--- src/rtl/pll_resp_pkg.sv ---
// Shared select codes, state encoding and error flag indices
// for the soft PLL phase-shift responder.
package pll_resp_pkg;

   localparam logic [2:0] SEL_ALL = 3'b000;
   localparam logic [2:0] SEL_M   = 3'b001;
   localparam logic [2:0] SEL_C0  = 3'b010;
   localparam logic [2:0] SEL_C1  = 3'b011;
   localparam logic [2:0] SEL_C2  = 3'b100;
   localparam logic [2:0] SEL_C3  = 3'b101;
   localparam logic [2:0] SEL_C4  = 3'b110;
   localparam logic [2:0] SEL_BAD = 3'b111;

   localparam int ERR_BAD_SEL = 0;
   localparam int ERR_OVERRUN = 1;

   typedef enum logic [1:0] {
      HOLD,
      LOCKING,
      IDLE,
      BUSY
   } state_e;

   // Whether counter idx moves for a given select code
   function automatic logic sel_hits(input logic [2:0] sel,
                                     input int idx);
      case (sel)
         SEL_ALL, SEL_M: return 1'b1;
         SEL_C0:         return idx == 0;
         SEL_C1:         return idx == 1;
         SEL_C2:         return idx == 2;
         SEL_C3:         return idx == 3;
         SEL_C4:         return idx == 4;
         default:        return 1'b0;
      endcase
   endfunction

endpackage

--- src/rtl/pll_resp_sync.sv ---
// Multi-flop synchronizer; RISE=1 turns the output into a
// one-cycle pulse on a synced 0->1 transition.
module pll_resp_sync #(
   parameter int STAGES = 2,
   parameter bit RISE   = 1'b0
) (
   input  logic clk,
   input  logic rst_n,
   input  logic d,
   output logic o
);

   logic [STAGES-1:0] sync_q;
   logic [STAGES-1:0] sync_d;
   logic              level;

   always_comb begin
      sync_d = (sync_q << 1) | STAGES'(d);
   end

   always_ff @(posedge clk or negedge rst_n) begin
      if (!rst_n) sync_q <= '0;
      else        sync_q <= sync_d;
   end

   assign level = sync_q[STAGES-1];

   if (RISE) begin : g_rise
      logic prev_q;
      logic prev_d;
      always_comb prev_d = level;
      always_ff @(posedge clk or negedge rst_n) begin
         if (!rst_n) prev_q <= 1'b0;
         else        prev_q <= prev_d;
      end
      assign o = level & ~prev_q;
   end else begin : g_level
      assign o = level;
   end

endmodule

--- src/rtl/pll_phase_responder.sv ---
// Soft PLL dynamic phase-shift responder (C0..C4 accumulators).
// Optional clock-source switching: define PLL_RESP_CLKSWITCH_EN.
module pll_phase_responder
   import pll_resp_pkg::*;
#(
   parameter int NUM_C           = 5,
   parameter int STEPS_PER_CYCLE = 64,
   parameter int PHASE_W         = $clog2(STEPS_PER_CYCLE),
   parameter int DONE_LATENCY    = 2,
   parameter int LOCK_CYCLES     = 16,
   parameter int SYNC_STAGES     = 2
) (
   input  logic                     clk,
   input  logic                     rst_n,
   input  logic                     scanclk,
   input  logic                     phasestep,
   input  logic [2:0]               phasecounterselect,
   input  logic                     phaseupdown,
   input  logic                     areset,
   input  logic                     clkswitch,
   output logic                     phase_done,
   output logic                     locked,
   output logic [NUM_C*PHASE_W-1:0] phase_out,
   output logic [15:0]              step_count,
   output logic [1:0]               err,
   output logic                     active_clksrc
);

   localparam int LCK_W = $clog2(LOCK_CYCLES + 1);
   localparam logic [PHASE_W-1:0] PH_MAX =
      PHASE_W'(STEPS_PER_CYCLE - 1);

   state_e                          state_q, state_d;
   logic [LCK_W-1:0]                lock_cnt_q, lock_cnt_d;
   logic [2:0]                      busy_cnt_q, busy_cnt_d;
   logic [NUM_C-1:0][PHASE_W-1:0]   acc_q, acc_d;
   logic [15:0]                     step_cnt_q, step_cnt_d;
   logic [1:0]                      err_q, err_d;
   logic                            done_q, done_d;
   logic                            locked_q, locked_d;
   logic                            ps_prev_q, ps_prev_d;

   logic sc_rise;
   logic ps_s;
   logic ar_s;
   logic step_edge;
   logic dir;

   pll_resp_sync #(.STAGES(SYNC_STAGES), .RISE(1'b1)) u_sync_sc (
      .clk   (clk),
      .rst_n (rst_n),
      .d     (scanclk),
      .o     (sc_rise)
   );

   pll_resp_sync #(.STAGES(SYNC_STAGES), .RISE(1'b0)) u_sync_ps (
      .clk   (clk),
      .rst_n (rst_n),
      .d     (phasestep),
      .o     (ps_s)
   );

   pll_resp_sync #(.STAGES(SYNC_STAGES), .RISE(1'b0)) u_sync_ar (
      .clk   (clk),
      .rst_n (rst_n),
      .d     (areset),
      .o     (ar_s)
   );

`ifdef PLL_RESP_CLKSWITCH_EN
   logic cs_rise;
   logic clksrc_q, clksrc_d;

   pll_resp_sync #(.STAGES(SYNC_STAGES), .RISE(1'b1)) u_sync_cs (
      .clk   (clk),
      .rst_n (rst_n),
      .d     (clkswitch),
      .o     (cs_rise)
   );
`else
   logic unused_clkswitch;
   assign unused_clkswitch = clkswitch;
`endif

   function automatic logic [PHASE_W-1:0] ph_step(
      input logic [PHASE_W-1:0] a,
      input logic               up
   );
      if (up) return (a == PH_MAX) ? '0 : a + 1'b1;
      return (a == '0) ? PH_MAX : a - 1'b1;
   endfunction

   // A step is a phasestep level change seen between two scanclk rises
   assign step_edge = sc_rise & ps_s & ~ps_prev_q;
   assign dir = (phasecounterselect == SEL_M) ? ~phaseupdown
                                              : phaseupdown;

   always_comb begin
      state_d    = state_q;
      lock_cnt_d = lock_cnt_q;
      busy_cnt_d = busy_cnt_q;
      acc_d      = acc_q;
      step_cnt_d = step_cnt_q;
      err_d      = err_q;
      done_d     = done_q;
      locked_d   = locked_q;
      ps_prev_d  = sc_rise ? ps_s : ps_prev_q;
`ifdef PLL_RESP_CLKSWITCH_EN
      clksrc_d   = clksrc_q;
`endif

      if (ar_s) begin
         state_d    = HOLD;
         lock_cnt_d = '0;
         busy_cnt_d = '0;
         acc_d      = '0;
         err_d      = '0;
         done_d     = 1'b0;
         locked_d   = 1'b0;
`ifdef PLL_RESP_CLKSWITCH_EN
      end else if (cs_rise && locked_q) begin
         clksrc_d   = ~clksrc_q;
         locked_d   = 1'b0;
         state_d    = LOCKING;
         lock_cnt_d = '0;
         busy_cnt_d = '0;
`endif
      end else begin
         unique case (state_q)
            HOLD: begin
               state_d    = LOCKING;
               lock_cnt_d = '0;
            end
            LOCKING: begin
               if (lock_cnt_q == LCK_W'(LOCK_CYCLES - 1)) begin
                  locked_d = 1'b1;
                  done_d   = 1'b1;
                  state_d  = IDLE;
               end else begin
                  lock_cnt_d = lock_cnt_q + 1'b1;
               end
            end
            IDLE: begin
               if (step_edge) begin
                  state_d    = BUSY;
                  busy_cnt_d = '0;
                  done_d     = 1'b0;
                  if (step_cnt_q != 16'hFFFF)
                     step_cnt_d = step_cnt_q + 1'b1;
                  if (phasecounterselect == SEL_BAD)
                     err_d[ERR_BAD_SEL] = 1'b1;
                  for (int i = 0; i < NUM_C; i++) begin
                     if (sel_hits(phasecounterselect, i))
                        acc_d[i] = ph_step(acc_q[i], dir);
                  end
               end
            end
            BUSY: begin
               if (sc_rise) begin
                  if (step_edge) err_d[ERR_OVERRUN] = 1'b1;
                  if (busy_cnt_q == 3'(DONE_LATENCY - 1)) begin
                     done_d  = 1'b1;
                     state_d = IDLE;
                  end else begin
                     busy_cnt_d = busy_cnt_q + 1'b1;
                  end
               end
            end
            default: state_d = HOLD;
         endcase
      end
   end

   always_ff @(posedge clk or negedge rst_n) begin
      if (!rst_n) begin
         state_q    <= HOLD;
         lock_cnt_q <= '0;
         busy_cnt_q <= '0;
         acc_q      <= '0;
         step_cnt_q <= '0;
         err_q      <= '0;
         done_q     <= 1'b0;
         locked_q   <= 1'b0;
         ps_prev_q  <= 1'b0;
`ifdef PLL_RESP_CLKSWITCH_EN
         clksrc_q   <= 1'b0;
`endif
      end else begin
         state_q    <= state_d;
         lock_cnt_q <= lock_cnt_d;
         busy_cnt_q <= busy_cnt_d;
         acc_q      <= acc_d;
         step_cnt_q <= step_cnt_d;
         err_q      <= err_d;
         done_q     <= done_d;
         locked_q   <= locked_d;
         ps_prev_q  <= ps_prev_d;
`ifdef PLL_RESP_CLKSWITCH_EN
         clksrc_q   <= clksrc_d;
`endif
      end
   end

   assign phase_done = done_q;
   assign locked     = locked_q;
   assign phase_out  = acc_q;
   assign step_count = step_cnt_q;
   assign err        = err_q;
`ifdef PLL_RESP_CLKSWITCH_EN
   assign active_clksrc = clksrc_q;
`else
   assign active_clksrc = 1'b0;
`endif

endmodule

--- config.mk ---
export PLATFORM = sky130hd
export DESIGN_NAME = pll_phase_responder
export DESIGN_NICKNAME = d
export VERILOG_FILES = /design/src/rtl/pll_resp_pkg.sv /design/src/rtl/pll_resp_sync.sv /design/src/rtl/pll_phase_responder.sv
export SDC_FILE = /design/constraint.sdc
export NUM_CORES = 1
export LEC_CHECK = 0
export ABC_AREA = 1
export ABC_CLOCK_PERIOD_IN_PS = 1870
export CORE_MARGIN = 5
export CORE_UTILIZATION = 56
export DETAILED_ROUTE_END_ITERATION = 8
export PLACE_DENSITY_LB_ADDON = 0.3
export SLEW_MARGIN = 40
export SYNTH_ARGS = -nofsm -noshare
export SYNTH_HDL_FRONTEND = slang
export SYNTH_HIERARCHICAL = 1
export SYNTH_SLANG_ARGS = --single-unit
--- constraint.sdc ---
create_clock -name clk -period 1.87 [get_ports clk]
set_input_delay 0.374 -clock clk [delete_from_list [all_inputs] [get_ports clk]]
set_output_delay 0.374 -clock clk [all_outputs]
set_load 0.05 [all_outputs]
==> Word level (Yosys, flattened, before mapping) <==
Cells that the tools add are included.
{ "totals": {"register_bits": 68, "out_inout_bits": 51, "wordCells": 204} }
{ "op_classes": {"addsub": 13, "n_eq_ne": 24, "muxes": 99, "n_bitwise": 10, "reduce_logical": 40} }
{ "op_table": {"columns": ["cell", "count"], "rows": [
  ["$mux W6", 25],
  ["$mux W30", 3],
  ["$mux W1", 55],
  ["$add A6 B1 Y6 const B", 5],
  ["$eq A6 B6 Y1 const B", 5],
  ["$logic_not A6 Y1", 5],
  ["$sub A6 B1 Y6 const B", 5],
  ["$reduce_bool A2 Y1", 12],
  ["$reduce_and A3 Y1", 7],
  ["$ne A3 B2 Y1 const B", 6],
  ["$add A16 B1 Y16 const B", 1],
  ["$ne A16 B16 Y1 const B", 1],
  ["$reduce_or A3 Y1", 5],
  ["$eq A3 B3 Y1 const B", 4],
  ["$mux W2", 6],
  ["$mux W3", 4],
  ["$reduce_and A4 Y1", 3],
  ["$mux W5", 2],
  ["$pmux W5 S2", 1],
  ["$pmux W2 S4", 1],
  ["$eq A3 B1 Y1 const B", 2],
  ["$eq A3 B2 Y1 const B", 2],
  ["$or A2 B1 Y2", 3],
  ["$pmux W3 S2", 1],
  ["14 further kinds", 22]
]} }

==> Logic depth before layout (Yosys ltp) <==
Gate-level depths: netlist (run 1).
{ "depth": {"depth_word": 16, "ltp_mapped": 11, "mapped_depth_nobuf": 11} }

==> By module <==
Netlist (run 1), hierarchy kept.
{ "by_module_without_submodules": {"columns": ["mod", "n_inst", "cells_each", "area_each_um2"], "rows": [
  ["pll_phase_responder", 1, 683, 4530.6],
  ["pll_resp_sync at u_sync_ar ...", 2, 2, 50.0],
  ["pll_resp_sync at u_sync_sc", 1, 5, 85.1]
]} }

==> Least setup slack after synthesis (run 1) <==
OpenSTA, ideal clock, no wires.
{ "synth_path": {"path_type": "flip-flop to flip-flop", "from": "reg step_cnt_q[0] (netlist: step_count[0])", "to": "reg step_cnt_q[8] (netlist: step_count[8])", "setup_time_ps": 118, "arrival_ps": 1770, "t_required_ps": 1752, "setup_slack_ps": -19, "path_stages_with_launch": 10, "period_less_slack_ps": 1889, "path_cell_list": "dfrtp_1 ha_1 nand3_2 nor3_4 nand3_2 nand2_4 inv_4 buf_6 nand2_1 nand2_1"} }
{ "synth_between": {"elab_chain_len": 2, "word_cells_on_any_way": 3} }
{ "synth_lines": {"columns": ["item", "line_no", "source"], "rows": [
  ["start: declaration", "pll_phase_responder.sv:37", "logic [15:0] step_cnt_q, step_cnt_d;"],
  ["start signal: assignment", "pll_phase_responder.sv:193", "step_cnt_q <= step_cnt_d;"],
  ["parallel branches: the longest is 2 deep, another holds $add A16 B1 Y16", null, null]
]} }
Several ways; the timed one is not identified.
A chain may end at the register's enable or synchronous reset.

==> Final worst setup path (run 1) <==
{ "layout_path": {"from": "reg lock_cnt_q[0]", "to": "reg state_q[0]"} }
{ "layout_between": {"elab_chain_len": 3} }
{ "layout_lines": {"columns": ["item", "line_no", "source"], "rows": [
  ["start: declaration", "pll_phase_responder.sv:34", "logic [LCK_W-1:0] lock_cnt_q, lock_cnt_d;"],
  ["start signal: assignment", "pll_phase_responder.sv:190", "lock_cnt_q <= lock_cnt_d;"],
  ["$eq A5 B4 Y1", "pll_phase_responder.sv:135", "if (lock_cnt_q == LCK_W'(LOCK_CYCLES - 1)) begin"],
  ["$ne A3 B2 Y1 (no source line)", null, null],
  ["$reduce_and A4 Y1 (no source line)", null, null],
  ["end signal: assignment", "pll_phase_responder.sv:189", "state_q <= state_d;"],
  ["end: declaration", "pll_phase_responder.sv:33", "state_e state_q, state_d;"]
]} }
Every way passes these cells.

==> flow_metrics.py, run 1 <==
metrics = {
    "cells_and_area": {
        "diodes": 0,
        "drive_above_1_share_pct": 14.3,
        "layout.nets": 792,
        "final_util_pct": 67.3,
        "syn_to_final_growth_pct": 17.3,
    },
    "worst_setup_path": {
        "reg2reg_slack_ns": 0.14,
        "required_ns": 2.09,
        "path_class": "reg -> reg",
        "path_cells": "ha_1 > nand2_1 > nor2_1 > ha_1 > nor2_1 > nand2_2 > o21ai_0 > nor2_2 > nor2_1 > a21oi_1",
        "crit_path_max_fanout": 6,
        "worstSetupEndpoint": "state_q[0]$_DFFE_PN0P_",
        "critPathArrivalTime_ns": 1.94,
        "cp_slowest_cell": "dfrtp_1",
        "worst_setup_path_start_kind": "flop",
        "crit_path_end_kind": "flop",
        "reg2reg_to": "state_q[0]$_DFFE_PN0P_",
        "cp_slowest_stage_delay_ns": 0.41,
        "critPathMostFrequentCell": "nor2_1",
        "ff2ff_path_depth": 10,
        "r2r-start": "lock_cnt_q[0]$_DFFE_PN0P_",
        "critPathTopFamily": "simple AND/OR/NAND/NOR gates",
        "cp_num_buf_inv": 0,
        "path_depth": 10,
        "crit_start": "lock_cnt_q[0]$_DFFE_PN0P_",
    },
    "sta": {
        "drv_slew": 0,
        "rsz0062_at_grt": "false",
        "max_freq_mhz": 578,
        "period_needed_ns": 1.73,
        "final.period_utilization_pct": 92.5,
        "finalSetupViolCount": 0,
        "hold_viol": 0,
        "clock_skew_ns": 0.00772,
    },
    "clock_tree": {
        "post_cts_buffers": 0,
        "clock_path_buffers": 2,
        "clk_pin_slew_worst_paths_ns": 0.08,
        "htreeDepth": 3,
        "clk_latency_ns": 0.34,
        "cts-root-buf": "clkbuf_8",
        "cts_tree": "built",
        "cts_sinks": 68,
        "cts_buffers": 9,
    },
    "power_and_ir_drop": {
        "power_density_nw_per_um2": 794,
        "p_leak_nw": 2.90,
        "p_seq_share_pct": 40.7,
        "swShare_pct": 40.0,
        "vdd_drop_max_uv": 691,
        "power_mw": 4.39,
        "power.share.clock_pct": 24.9,
        "combPwrFrac_pct": 34.4,
        "netSwitchingPower_mw": 1.76,
        "intPower_mw": 2.63,
    },
    "status": {
        "status": "completed",
    },
    "logic_synthesis": {
        "synthTopCellsByCount": "nand2_1, inv_1, dfrtp_1, nor2_1, nand3_1",
        "synth_nets": 722,
        "synth_cell_type_count": 35,
        "postSynthCellCount": 692,
        "ys_ff_latch": 68,
        "yosysMostFrequentCell": "nand2_1",
        "synth_area_um2": 4720,
        "synthArstFlopShare_pct": 100,
        "synthTopCellsByArea": "dfrtp_1, nand2_1, inv_1",
        "synth_edf_count": 0,
        "synth_top_area_cell": "dfrtp_1",
        "netlist.area_leader.share_pct": 36.1,
        "yosysSeqAreaShare_pct": 36.1,
        "ys_warn_count": 6,
        "synthFlopType": "dfrtp_1",
        "syn_area_per_cell_um2": 6.81,
    },
    "routing": {
        "viasPerCell": 5.32,
        "drtPass1Iterations": 9,
        "totalWireLength_mm": 10.8,
        "vias": 4639,
        "ant_nets": 0,
        "wl_per_cell_um": 12.4,
        "drcViolationCount": 0,
        "drt_iter0_markers": 255,
    },
    "grt": {
        "track_usage_pct": 21.6,
        "grt_max_degree": 69,
        "grt_pass1_vias": 4253,
        "overflow": 0,
        "grt_antenna_before_repair": 0,
        "grt_pass1_wl_mm": 18.3,
    },
    "floorplan": {
        "die_height_um": 102,
        "start_util_pct": 57.4,
        "rows": 33,
        "dieArea_um2": 10400,
        "die-width_um": 102,
        "core_um2": 8220,
        "pin_count": 61,
    },
    "hold_path": {
        "hold_class": "in -> async",
    },
    "place": {
        "hpwl_mm": 7.95,
        "globalplace.congestion": 0.901,
        "port_buffers": 58,
    },
    "job": {
        "cap_viol_max_count": 0,
    },
}
-- timing repair --
action	in CTS	in global routing
hold buffers	0	0
setup endpoints to repair	0	6
resized for setup	0	2
-- metal layers --
metal / global-route usage (%) / vias up / share of wire [%]
met1: 26.9 / 2167 / 45
met3: 2.89 / 16 / 4.6
met4: 7.87 / 0 / 1.5
met2: 38.2 / 123 / 49
li1: - / 2333 / -
met5: 0 / - / 0
-- through the flow --
stage / TNS, ns / area [um2] / hold WS [ns] / setup slack, ns / std cells
floorplan: 0 / 4720 / 0.0784 / 0.0179 / 692
global placement: -0.415 / 5350 / 0.332 / -0.0372 / 856
detailed placement: -1.54 / 5350 / 0.335 / -0.0906 / 856
CTS: 0 / 5530 / 0.0514 / 0.107 / 872
global route: 0 / 5530 / 0.0829 / 0.0159 / 872
finish: 0 / 5530 / 0.0246 / 0.141 / 872
-- how the worst min path moves through the flow --
stage / startpoint / end / depth (start not counted)
after floorplan: rst_n / busy_cnt_q[0]$_DFFE_PN0P_ / 0
after global placement: u_sync_ps/sync_q[0]$_DFF_PN0_ / u_sync_ps/sync_q[1]$_DFF_PN0_ / 0
after detailed placement: u_sync_ar/sync_q[0]$_DFF_PN0_ / u_sync_ar/sync_q[1]$_DFF_PN0_ / 0
after CTS: rst_n / phase_out[18]$_DFFE_PN0P_ / 2
after global routing: rst_n / phase_out[29]$_DFFE_PN0P_ / 2
final: rst_n / phase_out[27]$_DFFE_PN0P_ / 2
-- cell type report --
class / count / area [um2]
fillers: 686 / 2690
multi-input cells: 517 / 2560
flip-flops and latches: 68 / 1700
repair buffers: 76 / 611
inverters: 90 / 343
clock buffers: 11 / 141
well taps: 105 / 131
clock inverters: 5 / 37.5
-- flip-flops by register name, indices dropped and copies added, names as in the netlist, 2 cells and up --
register          flops
lock_cnt_q            5
busy_cnt_q            3
u_sync_ps/sync_q      2
phase_out            30
u_sync_sc/sync_q      2
err                   2
state_q               2
u_sync_ar/sync_q      2
step_count           16
-- cells by family after synthesis --
group | Yosys count | share of synthesized area [%]
AO/OA/AOI/OAI | 66 | 7.40
XOR/XNOR | 22 | 4.09
AND/OR/NAND/NOR | 408 | 37.4
buffers and inverters | 107 | 9.66
flip-flops | 68 | 36.1
adder cells (fa/ha/maj) | 20 | 5.31
other | 1 | 0.0795
-- cell usage in the layout (no fill, tap or decap), types with 10 or more instances in the layout --
cell,count
a21oi_1,11
nor2_1,62
dfrtp_1,66
nand4_1,23
nand3_1,62
ha_1,20
clkbuf_8,10
xor2_1,14
inv_1,87
o21ai_0,43
buf_4,66
nand2_1,232
-- power groups by stage --
stage | combinational [mW] | clock (mW) | sequential (mW)
4_1_cts | 1.51 | 1.13 | 1.79
3_3_place_gp | 1.46 | 0 | 1.80
3_5_place_dp | 1.50 | 0 | 1.81
2_1_floorplan | 0.867 | 0 | 2.02
6_report | 1.51 | 1.09 | 1.79
5_1_grt | 1.69 | 1.18 | 1.81
Note: power is estimated with default switching activity, not from simulation.
==> run 2, diff against run 1 <==
PLACE_DENSITY = 0.8   (was default)
PLACE_DENSITY_LB_ADDON = default   (was 0.3)
==> flow_metrics.py, run 2 (synthesis results as in run 1) <==
metrics = {
    "clock_tree": {
        "clk_pin_slew_worst_paths_ns": 0.08,
        "cts_sinks": 68,
        "cts_tree": "built",
        "clock_path_buffers": 2,
        "clk_latency_ns": 0.35,
        "cts_buffers": 9,
        "cts-root-buf": "clkbuf_8",
        "htreeDepth": 3,
    },
    "worst_setup_path": {
        "ff2ff_path_depth": 11,
        "reg2reg_to": "state_q[1]$_DFFE_PN0P_",
        "worstSetupEndpoint": "state_q[1]$_DFFE_PN0P_",
        "critPathArrivalTime_ns": 1.97,
        "path_class": "reg -> reg",
        "crit_start": "lock_cnt_q[1]$_DFFE_PN0P_",
        "crit_path_end_kind": "flop",
        "r2r-start": "lock_cnt_q[1]$_DFFE_PN0P_",
        "crit_path_max_fanout": 5,
        "reg2reg_slack_ns": 0.14,
        "required_ns": 2.11,
        "worst_setup_path_start_kind": "flop",
    },
    "grt": {
        "grt_use_met2_pct": 38.7,
        "track_usage_pct": 22.0,
        "gr-max-usage-layer": "met2",
        "use_met3_pct": 4.55,
        "global_route.usage.met1_pct": 27.2,
        "overflow": 0,
        "grt_max_degree": 69,
        "grt_pass1_wl_mm": 18.6,
        "grt_pass1_vias": 4305,
        "grt_antenna_before_repair": 0,
    },
    "floorplan": {
        "core_um2": 8220,
        "dieArea_um2": 10400,
        "die_height_um": 102,
        "start_util_pct": 57.4,
        "rows": 33,
        "pin_count": 61,
        "die-width_um": 102,
    },
    "job": {
        "cap_viol_max_count": 0,
    },
    "routing": {
        "ant_nets": 0,
        "wl_per_cell_um": 12.5,
        "vias": 4551,
        "drt_iter0_markers": 264,
        "drcViolationCount": 0,
        "totalWireLength_mm": 10.9,
        "drtPass1Iterations": 7,
        "viasPerCell": 5.23,
    },
    "sta": {
        "period_needed_ns": 1.73,
        "hold_viol": 0,
        "finalSetupViolCount": 0,
        "rsz0062_at_grt": "false",
        "max_freq_mhz": 577,
        "final.period_utilization_pct": 92.6,
        "hold_ws_ns": 0.0269,
        "drv_slew": 0,
        "clock_skew_ns": 0.0104,
    },
    "power_and_ir_drop": {
        "p_leak_nw": 2.90,
        "power_density_nw_per_um2": 823,
        "vdd_drop_max_uv": 558,
        "power_mw": 4.56,
    },
    "cells_and_area": {
        "fin_cells": 870,
        "largest_reg_flops": 30,
        "syn_to_final_growth_pct": 17.5,
        "final_cell_area_um2": 5540,
        "layout.nets": 790,
        "drive_above_1_share_pct": 14.4,
        "layout_common_cells": "nand2_1, inv_1, dfrtp_1",
        "final_common_cell": "nand2_1",
        "diodes": 0,
    },
    "status": {
        "status": "completed",
    },
    "place": {
        "hpwl_mm": 7.85,
        "place_inst": 852,
        "port_buffers": 58,
        "placed_area_um2": 5320,
        "globalplace.congestion": 0.920,
    },
    "hold_path": {
        "hold_class": "in -> async",
    },
}
run 2: where the power goes:
part / internal, mW / leakage (nW) / total [mW] / switching [mW]
registers: 1.60 / 0.918 / 1.78 / 0.174
clock network: 0.649 / 0.0983 / 1.25 / 0.600
logic: 0.527 / 1.89 / 1.53 / 1.01
run 2: how the worst min path moves through the flow:
| stage | from | endpoint | slack [ns] | cells past startpoint |
|---|---|---|---|---|
| global route | rst_n | phase_out[24]$_DFFE_PN0P_ | 0.06 | 2 |
| global placement | u_sync_ar/sync_q[0]$_DFF_PN0_ | u_sync_ar/sync_q[1]$_DFF_PN0_ | 0.33 | 0 |
| detailed placement | u_sync_ps/sync_q[0]$_DFF_PN0_ | u_sync_ps/sync_q[1]$_DFF_PN0_ | 0.34 | 0 |
| CTS | rst_n | phase_out[24]$_DFFE_PN0P_ | 0.05 | 2 |
| floorplan | rst_n | busy_cnt_q[0]$_DFFE_PN0P_ | 0.08 | 0 |
| finish | rst_n | phase_out[24]$_DFFE_PN0P_ | 0.03 | 2 |
run 2: what timing repair did:
action / CTS / global route
setup buffers: 0 / 2
setup endpoints to repair: 0 / 4
endpoints found under the hold margin: 0 / 0
resized for setup: 0 / 3
hold buffers: 0 / 0
run 2: cell type report:
class / count / area [um2]
Fill cell: 685 / 2680
Multi-Input combinational cell: 517 / 2570
Clock buffer: 10 / 138
Timing Repair Buffer: 74 / 596
Tap cell: 105 / 131
Inverter: 90 / 343
Sequential cell: 68 / 1700
Clock inverter: 6 / 63.8
run 2: worst max-delay path, cell delays in order, from the launching register on:
cell,delay (ns)
dfrtp_1,0.40
ha_1,0.20
nand2_1,0.09
nor2_1,0.05
ha_1,0.19
nor2_2,0.15
nand2_2,0.10
o21ai_0,0.11
nor2_2,0.09
buf_4,0.14
nand2_1,0.05
o21ai_1,0.06
run 2: metal layers:
metal  share of wire (%)  vias to the layer above
met3                 4.5                       16
met5                   0                        -
li1                    -                     2341
met4                 1.2                        0
met1                  45                     2091
met2                  50                      103
run 2: through the flow:
stage          setup TNS, ns  utilization [%]  setup slack, ns
2_1_floorplan              0                -           0.0179
3_3_place_gp          -0.245             64.7          -0.0259
3_5_place_dp           -1.02             64.7          -0.0800
4_1_cts                    0             67.2            0.114
5_1_grt                    0             67.4           0.0187
6_report                   0             67.4            0.138
==> run 3, diff against run 2 <==
GPL_TIMING_DRIVEN = 0   (was default)
SETUP_SLACK_MARGIN = 0.3   (was default)
TNS_END_PERCENT = 50   (was default)
==> flow_metrics.py, run 3 (synthesis results as in run 1) <==
metrics = {
    "worst_setup_path": {
        "reg2reg_slack_ns": 0.18,
        "critPathArrivalTime_ns": 1.96,
        "ff2ff_path_depth": 11,
        "cp_slowest_stage_delay_ns": 0.38,
        "crit_path_max_fanout": 4,
        "critPathMostFrequentCell": "nor2_2",
        "worst_setup_path_start_kind": "flop",
        "cp_num_buf_inv": 1,
        "path_class": "reg -> reg",
        "reg2reg_to": "state_q[0]$_DFFE_PN0P_",
        "critPathTopFamily": "simple AND/OR/NAND/NOR gates",
        "required_ns": 2.14,
        "path_cells": "ha_2 > nand2_2 > nor2_2 > ha_2 > nor2_2 > nand2_2 > o21ai_2 > nor2_2 > buf_4 > nor2_1 > a21oi_1",
        "r2r-start": "lock_cnt_q[1]$_DFFE_PN0P_",
        "cp_slowest_cell": "dfrtp_1",
        "crit_path_end_kind": "flop",
    },
    "power_and_ir_drop": {
        "combPwrFrac_pct": 36.0,
        "power_mw": 4.73,
        "netSwitchingPower_mw": 1.89,
        "vdd_drop_max_uv": 629,
        "p_seq_share_pct": 36.7,
        "power.share.clock_pct": 27.3,
        "intPower_mw": 2.84,
        "p_leak_nw": 2.93,
        "power_density_nw_per_um2": 810,
        "swShare_pct": 39.9,
    },
    "clock_tree": {
        "cts_buffers": 9,
        "cts-root-buf": "clkbuf_8",
        "clk_pin_slew_worst_paths_ns": 0.08,
        "cts_sinks": 68,
        "cts_tree": "built",
        "clk_latency_ns": 0.35,
        "htreeDepth": 3,
        "clock_path_buffers": 2,
    },
    "hold_path": {
        "hold_path.startpoint": "u_sync_ps/sync_q[0]$_DFF_PN0_",
        "hold_class": "reg -> reg",
        "whs_path_depth": 0,
        "holdPathEnd": "u_sync_ps/sync_q[1]$_DFF_PN0_",
    },
    "routing": {
        "wl_per_cell_um": 13.2,
        "viasPerCell": 5.41,
        "totalWireLength_mm": 11.7,
        "drcViolationCount": 0,
        "drtPass1Iterations": 5,
        "drt_iter0_markers": 314,
        "vias": 4786,
        "ant_nets": 0,
    },
    "floorplan": {
        "die-width_um": 102,
        "start_util_pct": 57.4,
        "dieArea_um2": 10400,
        "rows": 33,
        "core_um2": 8220,
        "die_height_um": 102,
        "pin_count": 61,
    },
    "cells_and_area": {
        "drive_above_1_share_pct": 19.5,
        "layout_common_cells": "nand2_1, inv_1, nand3_1",
        "diodes": 0,
        "syn_to_final_growth_pct": 23.8,
        "num-fill-cells": 666,
        "largest_reg_flops": 30,
        "final_common_cell": "nand2_1",
        "fin_cells": 885,
        "layout.nets": 805,
    },
    "status": {
        "status": "completed",
    },
    "place": {
        "hpwl_mm": 8.28,
        "place_inst": 855,
        "pre_cts_ws_ns": -0.156,
        "globalplace.congestion": 0.937,
        "port_buffers": 57,
    },
    "sta": {
        "hold_viol": 0,
        "rsz0062_at_grt": "true",
        "fin_tns_setup_ns": 0,
        "drv_slew": 0,
        "setup_ws_ns": 0.179,
        "finalSetupViolCount": 0,
        "final.period_utilization_pct": 90.4,
        "period_needed_ns": 1.69,
        "max_freq_mhz": 591,
        "clock_skew_ns": 0.0144,
        "hold_ws_ns": 0.352,
    },
    "grt": {
        "overflow": 0,
        "grt_max_degree": 56,
        "grt_pass1_vias": 4386,
        "grt_antenna_before_repair": 1,
        "track_usage_pct": 23.0,
        "grt_pass1_wl_mm": 19.5,
    },
    "job": {
        "cap_viol_max_count": 0,
    },
}
## run 3: cell count changes in the layout (fill, tap and decap cells not counted), sizes merged, moves of 6 or more
| cell | change |
|---|---|
| clkdlybuf4s15 | +25 |
| buf | -26 |
| clkbuf | +7 |
| dlygate4sd2 | +6 |
## run 3: metrics by stage
stage / instance area, um2 / util [%]
final: 5840 / 71.0
after global routing: 5840 / 71.0
after CTS: 5670 / 69.0
after detailed placement: 5480 / 66.7
after global placement: 5460 / 66.4
after floorplan: 4750 / -
## run 3: worst max-delay path by stage
stage / start / end / slack [ns] / cells past startpoint
finish: lock_cnt_q[1]$_DFFE_PN0P_ / state_q[0]$_DFFE_PN0P_ / 0.18 / 11
global route: lock_cnt_q[1]$_DFFE_PN0P_ / state_q[0]$_DFFE_PN0P_ / 0.08 / 11
CTS: state_q[0]$_DFFE_PN0P_ / phase_out[16]$_DFFE_PN0P_ / 0.19 / 9
detailed placement: phasecounterselect[2] / phase_out[22]$_DFFE_PN0P_ / -0.16 / 10
global placement: rst_n / step_count[6]$_DFFE_PN0P_ / -2.19 / 1
floorplan: phase_out[0]$_DFFE_PN0P_ / phase_out[2]$_DFFE_PN0P_ / 0.21 / 6
## run 3: layout make-up
class                   count  area (um2)  share of cell area (%)
multi-input cells         517        2660                    45.5
flip-flops and latches     68        1720                    29.4
repair buffers             72         656                    11.2
inverters                  90         348                    5.96
clock buffers              10         138                    2.36
well taps                 105         131                    2.25
plain buffers              17         119                    2.04
clock inverters             6        71.3                    1.22
## run 3: power groups by stage
stage          Sequential (mW)  Combinational, mW  Clock [mW]
2_1_floorplan             2.03              0.872           0
6_report                  1.74               1.70        1.29
5_1_grt                   1.76               1.88        1.38
3_5_place_dp              1.77               1.58           0
3_3_place_gp              1.76               1.53           0
4_1_cts                   1.74               1.58        1.32
## run 3: routing by layer
layer  vias to the layer above  GRT usage, %  share of wire (%)  routed length [um]
met5                         -             0              0.094                  11
met4                         2          6.95                1.1                 128
met3                        18          4.96                6.3                 742
met2                       156          38.1                 48                5660
met1                      2240          30.1                 44                5160
li1                       2370             -                  -                   -
## run 3: worst register-to-register path: cells and delay by family (launching register included)
kind | cells | cell delay (ns)
compound gates | 2 | 0.17
fa+ha+maj | 2 | 0.40
buf+inv | 1 | 0.15
flops | 1 | 0.38
simple gates | 6 | 0.52
## run 3: what timing repair did
action | CTS | global route
hold endpoints to repair | 13 | 0
setup endpoints to repair | 89 | 78
gates resized for setup | 175 | 43
hold buffers | 1 | 0
pin swaps | 1 | 12
setup buffers | 2 | 11
